$ cat src/rtl/iec_pkg.sv
// IEC serial bus shared definitions: endpoint FSM states, command bytes
// and bus timings in microseconds.
package iec_pkg;

    typedef enum logic [2:0] {
        ST_IDLE,
        ST_WAIT_RDY,
        ST_READY,
        ST_EOI_ACK,
        ST_EOI_WAIT,
        ST_BIT_LO,
        ST_BIT_HI,
        ST_FRAME
    } iec_state_t;

    localparam logic [7:0] CMD_LISTEN    = 8'h20;
    localparam logic [7:0] CMD_UNLISTEN  = 8'h3F;
    localparam logic [7:0] CMD_TALK      = 8'h40;
    localparam logic [7:0] CMD_UNTALK    = 8'h5F;
    localparam logic [7:0] CMD_SECONDARY = 8'h60;

    localparam int unsigned T_EOI     = 200;
    localparam int unsigned T_EOI_ACK = 60;
    localparam int unsigned T_BIT_TO  = 1000;

    function automatic logic [31:0] us_to_cycles(
        input int unsigned us,
        input int unsigned clk_per_us
    );
        return 32'(us * clk_per_us);
    endfunction

endpackage

$ cat src/rtl/iec_sync.sv
// Two-flop synchronizer for an open-collector bus line, with single-cycle
// rise/fall pulses derived from the synchronized level.
module iec_sync (
    input  logic clk,
    input  logic rst,
    input  logic din,
    output logic level,
    output logic rise,
    output logic fall
);

    logic [2:0] sync_q;
    logic [2:0] sync_d;

    always_comb begin
        sync_d = {sync_q[1:0], din};
    end

    // Lines idle released, so reset to 1 to avoid a spurious edge.
    always_ff @(posedge clk or posedge rst) begin
        if (rst) begin
            sync_q <= 3'b111;
        end else begin
            sync_q <= sync_d;
        end
    end

    assign level = sync_q[1];
    assign rise  = sync_q[1] & ~sync_q[2];
    assign fall  = ~sync_q[1] & sync_q[2];

endmodule

$ cat src/rtl/iec_listener.sv
// IEC serial bus listener endpoint: receives ATN command and data bytes,
// acknowledges EOI, and holds DATA low until the consumer takes each byte.
module iec_listener
    import iec_pkg::*;
#(
    parameter int unsigned DEVICE_ADDR = 8,
    parameter int unsigned CLK_PER_US  = 8
) (
    input  logic       dot_clk,
    input  logic       reset,
    input  logic       serial_atn,
    input  logic       serial_clock_i,
    input  logic       serial_data_i,
    output logic       serial_clock_o,
    output logic       serial_data_o,
    output logic [7:0] rx_data,
    output logic       rx_atn,
    output logic       rx_eoi,
    output logic       rx_valid,
    input  logic       rx_ready,
    output logic       listening,
    output logic       frame_err
);

    localparam logic [7:0]  ADDR       = 8'(DEVICE_ADDR);
    localparam logic [31:0] EOI_CYC    = us_to_cycles(T_EOI, CLK_PER_US);
    localparam logic [31:0] EOI_ACK_CYC = us_to_cycles(T_EOI_ACK, CLK_PER_US);
    localparam logic [31:0] BIT_TO_CYC = us_to_cycles(T_BIT_TO, CLK_PER_US);

    logic atn_s, atn_rise, atn_fall;
    logic clk_s, clk_rise, clk_fall;
    logic dat_s, unused_dat_rise, unused_dat_fall;

    iec_sync u_sync_atn (
        .clk   (dot_clk),
        .rst   (reset),
        .din   (serial_atn),
        .level (atn_s),
        .rise  (atn_rise),
        .fall  (atn_fall)
    );

    iec_sync u_sync_clk (
        .clk   (dot_clk),
        .rst   (reset),
        .din   (serial_clock_i),
        .level (clk_s),
        .rise  (clk_rise),
        .fall  (clk_fall)
    );

    iec_sync u_sync_dat (
        .clk   (dot_clk),
        .rst   (reset),
        .din   (serial_data_i),
        .level (dat_s),
        .rise  (unused_dat_rise),
        .fall  (unused_dat_fall)
    );

    iec_state_t  state_q, state_d;
    logic [15:0] timer_q, timer_d;
    logic [7:0]  shreg_q, shreg_d;
    logic [3:0]  bit_cnt_q, bit_cnt_d;
    logic        eoi_q, eoi_d;
    logic        atn_mode_q, atn_mode_d;
    logic        listening_q, listening_d;
    logic        data_o_q, data_o_d;
    logic        frame_err_q, frame_err_d;
    logic        rx_valid_q, rx_valid_d;
    logic [7:0]  rx_data_q, rx_data_d;
    logic        rx_atn_q, rx_atn_d;
    logic        rx_eoi_q, rx_eoi_d;

    logic eoi_hit, eoi_ack_done, bit_timeout;

    assign eoi_hit      = {16'd0, timer_q} >= EOI_CYC;
    assign eoi_ack_done = {16'd0, timer_q} >= EOI_ACK_CYC;
    assign bit_timeout  = {16'd0, timer_q} >= BIT_TO_CYC;

    always_comb begin
        state_d     = state_q;
        timer_d     = (timer_q == 16'hFFFF) ? timer_q : timer_q + 16'd1;
        shreg_d     = shreg_q;
        bit_cnt_d   = bit_cnt_q;
        eoi_d       = eoi_q;
        atn_mode_d  = atn_mode_q;
        listening_d = listening_q;
        data_o_d    = data_o_q;
        frame_err_d = 1'b0;
        rx_valid_d  = rx_valid_q;
        rx_data_d   = rx_data_q;
        rx_atn_d    = rx_atn_q;
        rx_eoi_d    = rx_eoi_q;

        if (atn_fall) begin
            state_d    = ST_WAIT_RDY;
            data_o_d   = 1'b0;
            shreg_d    = 8'd0;
            bit_cnt_d  = 4'd0;
            eoi_d      = 1'b0;
            atn_mode_d = 1'b1;
            rx_valid_d = 1'b0;
        end else if (atn_rise) begin
            atn_mode_d = 1'b0;
            if (!listening_q) begin
                state_d    = ST_IDLE;
                data_o_d   = 1'b1;
                rx_valid_d = 1'b0;
            end
        end else begin
            unique case (state_q)
                ST_IDLE: begin
                    data_o_d = 1'b1;
                    if ((!atn_s || listening_q) && !clk_s) begin
                        state_d  = ST_WAIT_RDY;
                        data_o_d = 1'b0;
                    end
                end
                ST_WAIT_RDY: begin
                    if (clk_s) begin
                        state_d  = ST_READY;
                        data_o_d = 1'b1;
                    end
                end
                ST_READY: begin
                    if (clk_fall) begin
                        state_d   = ST_BIT_LO;
                        bit_cnt_d = 4'd0;
                    end else if (eoi_hit) begin
                        state_d  = ST_EOI_ACK;
                        eoi_d    = 1'b1;
                        data_o_d = 1'b0;
                    end
                end
                ST_EOI_ACK: begin
                    if (eoi_ack_done) begin
                        state_d  = ST_EOI_WAIT;
                        data_o_d = 1'b1;
                    end
                end
                ST_EOI_WAIT: begin
                    if (clk_fall) begin
                        state_d   = ST_BIT_LO;
                        bit_cnt_d = 4'd0;
                    end
                end
                ST_BIT_LO: begin
                    if (clk_rise) begin
                        state_d   = ST_BIT_HI;
                        shreg_d   = {dat_s, shreg_q[7:1]};
                        bit_cnt_d = bit_cnt_q + 4'd1;
                    end else if (bit_timeout) begin
                        state_d     = ST_IDLE;
                        frame_err_d = 1'b1;
                        data_o_d    = 1'b1;
                        shreg_d     = 8'd0;
                        bit_cnt_d   = 4'd0;
                        eoi_d       = 1'b0;
                    end
                end
                ST_BIT_HI: begin
                    if (clk_fall && bit_cnt_q == 4'd8) begin
                        // Commands are decoded as the byte completes.
                        if (atn_mode_q) begin
                            if (shreg_q == (CMD_LISTEN | ADDR)) begin
                                listening_d = 1'b1;
                            end else if (shreg_q == CMD_UNLISTEN ||
                                         shreg_q == (CMD_TALK | ADDR)) begin
                                listening_d = 1'b0;
                            end
                        end
                        if (atn_mode_q || listening_q) begin
                            state_d    = ST_FRAME;
                            data_o_d   = 1'b0;
                            rx_valid_d = 1'b1;
                            rx_data_d  = shreg_q;
                            rx_atn_d   = atn_mode_q;
                            rx_eoi_d   = eoi_q & ~atn_mode_q;
                        end else begin
                            state_d  = ST_IDLE;
                            data_o_d = 1'b1;
                        end
                    end else if (clk_fall) begin
                        state_d = ST_BIT_LO;
                    end else if (bit_timeout) begin
                        state_d     = ST_IDLE;
                        frame_err_d = 1'b1;
                        data_o_d    = 1'b1;
                        shreg_d     = 8'd0;
                        bit_cnt_d   = 4'd0;
                        eoi_d       = 1'b0;
                    end
                end
                ST_FRAME: begin
                    data_o_d = 1'b0;
                    if (rx_valid_q && rx_ready) begin
                        state_d    = ST_WAIT_RDY;
                        rx_valid_d = 1'b0;
                        shreg_d    = 8'd0;
                        bit_cnt_d  = 4'd0;
                        eoi_d      = 1'b0;
                    end
                end
            endcase
        end

        if (state_d != state_q) begin
            timer_d = 16'd0;
        end
    end

    always_ff @(posedge dot_clk or posedge reset) begin
        if (reset) begin
            state_q     <= ST_IDLE;
            timer_q     <= 16'd0;
            shreg_q     <= 8'd0;
            bit_cnt_q   <= 4'd0;
            eoi_q       <= 1'b0;
            atn_mode_q  <= 1'b0;
            listening_q <= 1'b0;
            data_o_q    <= 1'b1;
            frame_err_q <= 1'b0;
            rx_valid_q  <= 1'b0;
            rx_data_q   <= 8'd0;
            rx_atn_q    <= 1'b0;
            rx_eoi_q    <= 1'b0;
        end else begin
            state_q     <= state_d;
            timer_q     <= timer_d;
            shreg_q     <= shreg_d;
            bit_cnt_q   <= bit_cnt_d;
            eoi_q       <= eoi_d;
            atn_mode_q  <= atn_mode_d;
            listening_q <= listening_d;
            data_o_q    <= data_o_d;
            frame_err_q <= frame_err_d;
            rx_valid_q  <= rx_valid_d;
            rx_data_q   <= rx_data_d;
            rx_atn_q    <= rx_atn_d;
            rx_eoi_q    <= rx_eoi_d;
        end
    end

    assign serial_clock_o = 1'b1;
    assign serial_data_o  = data_o_q;
    assign rx_data        = rx_data_q;
    assign rx_atn         = rx_atn_q;
    assign rx_eoi         = rx_eoi_q;
    assign rx_valid       = rx_valid_q;
    assign listening      = listening_q;
    assign frame_err      = frame_err_q;

endmodule
$ cat config.mk
export PLATFORM = sky130hd
export DESIGN_NAME = iec_listener
export DESIGN_NICKNAME = d
export VERILOG_FILES = /design/src/rtl/iec_pkg.sv /design/src/rtl/iec_sync.sv /design/src/rtl/iec_listener.sv
export SDC_FILE = /design/constraint.sdc
export NUM_CORES = 1
export LEC_CHECK = 0
export ABC_CLOCK_PERIOD_IN_PS = 2350
export CORE_MARGIN = 8
export CORE_UTILIZATION = 59
export DETAILED_ROUTE_END_ITERATION = 12
export PLACE_DENSITY = 0.8
export SLEW_MARGIN = 10
export SYNTH_ARGS = -nofsm -noshare
export SYNTH_HDL_FRONTEND = slang
export SYNTH_SLANG_ARGS = --single-unit
export TNS_END_PERCENT = 100
$ cat constraint.sdc
create_clock -name dot_clk -period 2.35 [get_ports dot_clk]
set_input_delay 0.47 -clock dot_clk [delete_from_list [all_inputs] [get_ports dot_clk]]
set_output_delay 0.47 -clock dot_clk [all_outputs]
set_load 0.1 [all_outputs]
==> results.yml <==
route:
  detail_route.first_pass.iterations: 5
  vias: 2743
  vias_per_cell: 6.055
  wl_per_cell_um: 16.45
  ant_nets: 0
  drt_iter0_drc: 233
  drc: 0
  drt-total-wl_mm: 7.450
power:
  p_leak_nw: 1.685
  powerDensity_nw_per_um2: 659.7
  ir_worst_vdd_mv: 0.5523
synth:
  synth_cell_type_count: 62
  async_flop_share_pct: 100.0
  syn_area_sq_um: 3168
  postSynthCellCount: 334
  synth.net_count: 346
  ys_top_cells_by_count: "46 x dfrtp_1, 31 x nor2_1, 21 x nand2_1"
  synth_area_leaders: "dfrtp_1 36%, dfstp_2 7.5%, nor2_1 3.7%, a22o_1 3.3%, mux2_2 3.2%"
  synth_top_cell_area_share_pct: 36.33
  synth_area_leader_cell: "dfrtp_1"
  synth_edf_count: 0
  yosys_most_used_dff: "dfrtp_1"
  ys_seq_elements: 55
  yosysWarnings: 0
  post_synth.cell_area_avg_sq_um: 9.485
  ys_seq_area_share_pct: 43.80
  synthMostInstantiatedCell: "dfrtp_1"
min_path:
  worstHoldStart: "u_sync_clk.sync_q[0]$_DFF_PP1_"
  min_delay_worst_endpoint: "u_sync_clk.sync_q[1]$_DFF_PP1_"
  min_path_cells: 0
  hold_class: "reg2reg"
grt:
  antenna_found_initial: 0
  grt_first_pass_wirelength_mm: 12.46
  grt_usage_pct: 19.96
  first_global_vias: 2596
  overflow: 0
  grt_max_degree: 28
timing:
  fmax_mhz: 445.6
  rsz0062_at_grt: "false"
  skew_ns: 0.01179
  setup_viol: 0
  hold_violations: 0
  period_needed_ns: 2.244
  post-route-period-util_pct: 95.51
  final_max_slew_viol_count: 0
  max_slew.worst_pin.slew_ns: 0.7024
  slew_headroom_pct: 52.89
die:
  core-area_sq_um: 5140
  rows: 26
  chipHeight_um: 89.28
  die_area_sq_um: 7970
  initial_core_util_pct: 61.64
  die_w_um: 89.28
  pin_count: 21
layout:
  area_growth_pct: 18.29
  antennaDiodeCount: 0
  fin_area_sq_um: 3747
  post-route-util_pct: 72.91
  drive_gt1_share_pct: 25.59
  final-instance-count-excl-fill: 453
  nNetsFinal: 394
setup_path:
  critPathArrivalTime_ns: 2.49
  ff2ff_path_depth: 8
  crit_type: "reg2reg"
  r2r_start: "u_sync_clk.sync_q[2]$_DFF_PP1_"
  crit_path_end_kind: "flop"
  cp_data_required_time_ns: 2.59
  cp_max_fo: 6
  cp-start-kind: "flop"
  r2r_slack_ns: 0.11
  worstReg2RegEnd: "timer_q[1]$_DFFE_PP0P_"
clocking:
  cts_tree: "done"
  h-tree-depth: 2
  cts_made_buffers: 5
  cts_sinks: 55
  worstSkewPairLatency_ns: 0.32
  cts-root-buf: "clkbuf_8"
  cts_buffer_depth: 2
  cts.clk_slew.worst_paths_ns: 0.11
  hold_buffers: 0
placement:
  placed_area_sq_um: 3613
  gp_congestion: 0.9594
  dp_cells: 443
  hpwl_mm: 5.645
  port_buffers: 19
flow_run:
  maxCapViolCount: 0
status:
  status: "completed"
==> per-stage QoR <==
| step | TNS, ns | total power [mW] | worst slack, ns | hold WS (ns) |
|---|---|---|---|---|
| 6_report | 0 | 2.472 | 0.1056 | 0.3643 |
| 3_5_place_dp | -3.280 | 1.890 | -0.2138 | 0.3478 |
| 4_1_cts | 0 | 2.467 | 0.009592 | 0.3639 |
| 3_3_place_gp | -2.154 | 1.867 | -0.1639 | 0.3464 |
| 2_1_floorplan | 0 | 1.652 | 0.1484 | 0.3452 |
| 5_1_grt | 0 | 2.600 | 0.003704 | 0.3671 |
==> power by group <==
| part | total (mW) | internal (mW) | switching [mW] | leakage [nW] |
|---|---|---|---|---|
| Sequential | 1.10 | 1.02 | 0.0736 | 0.724 |
| Combinational | 0.804 | 0.312 | 0.492 | 0.908 |
| Clock | 0.571 | 0.229 | 0.342 | 0.0526 |
==> logic make-up (layout without fill, tap and decap cells) <==
family                   count (synthesis)  count (layout)  share of synthesized area [%]
XOR/XNOR                                14              14                          3.871
flip-flops                              55              55                          43.80
adder cells (fa/ha/maj)                  6               6                          2.370
AO/OA/AOI/OAI                           83              83                          18.33
buffers and inverters                   35              84                          5.490
multiplexers                            12              12                          4.147
AND/OR/NAND/NOR                        128             128                          21.88
other                                    1               1                         0.1184
==> cells in the final DEF (no fill, tap or decap), drive strengths merged, types with 4 or more instances in the layout <==
cell type / count
nor4: 5
buf: 54
clkdlybuf4s50: 5
nand2: 21
dfrtp: 46
clkbuf: 5
a22o: 12
a211oi: 5
a21oi: 17
nor3: 9
and3: 6
nor2b: 6
nand3: 14
nor2: 36
inv: 20
o21ai: 18
o31ai: 4
nand4: 7
dfstp: 9
xor2: 11
ha: 6
mux2: 9
==> cell type report <==
class | instances | area [sq um]
clock buffers | 5 | 68.82
multi-input cells | 244 | 1625
fillers | 400 | 1393
clock inverters | 3 | 31.28
flip-flops and latches | 55 | 1390
repair buffers | 59 | 480.5
well taps | 70 | 87.58
inverters | 17 | 63.81
==> state kept, by name, indices dropped and copies added (netlist names) <==
name               count
bit_cnt_q              4
serial_data_o          1
rx_data                8
eoi_q                  1
shreg_q                8
frame_err              1
u_sync_clk.sync_q      3
rx_atn                 1
u_sync_atn.sync_q      3
timer_q               16
rx_valid               1
u_sync_dat.sync_q      2
listening              1
atn_mode_q             1
rx_eoi                 1
state_q                3
==> critical path, stage by stage, from the launching register on <==
cell and delay, ns:
dfstp_2 0.61, nand2b_2 0.14, buf_4 0.18, a41o_1 0.20
o21ai_1 0.12, nor4_1 0.09, or4_4 0.53, buf_4 0.19
a21oi_1 0.12
==> what timing repair did <==
item	CTS	global route
buffers inserted	0	2
setup endpoints to repair	4	21
resized for setup	2	3
pin swaps	0	2
==> routing by layer <==
| metal | GRT usage (%) | share of wire [%] | vias up |
|---|---|---|---|
| li1 | - | - | 1312 |
| met1 | 27.48 | 45 | 1297 |
| met2 | 30.37 | 45 | 113 |
| met3 | 3.860 | 6.6 | 21 |
| met4 | 7.251 | 2.6 | 0 |
| met5 | 0 | 0 | - |
==> worst max-delay path by stage <==
stage                                   start                      to  slack [ns]  depth (start not counted)
3_5_place_dp                         rx_ready  timer_q[1]$_DFFE_PP0P_       -0.21                          8
5_1_grt                  state_q[1]$_DFF_PP0_  timer_q[1]$_DFFE_PP0P_       0.004                          8
2_1_floorplan           listening$_DFFE_PP0P_  timer_q[2]$_DFFE_PP0P_        0.15                          7
6_report       u_sync_clk.sync_q[2]$_DFF_PP1_  timer_q[1]$_DFFE_PP0P_        0.11                          8
4_1_cts        u_sync_atn.sync_q[1]$_DFF_PP1_  shreg_q[6]$_DFFE_PP0P_        0.01                          5
3_3_place_gp                         rx_ready  timer_q[1]$_DFFE_PP0P_       -0.16                          8
Power figures use the tool's default switching activity.
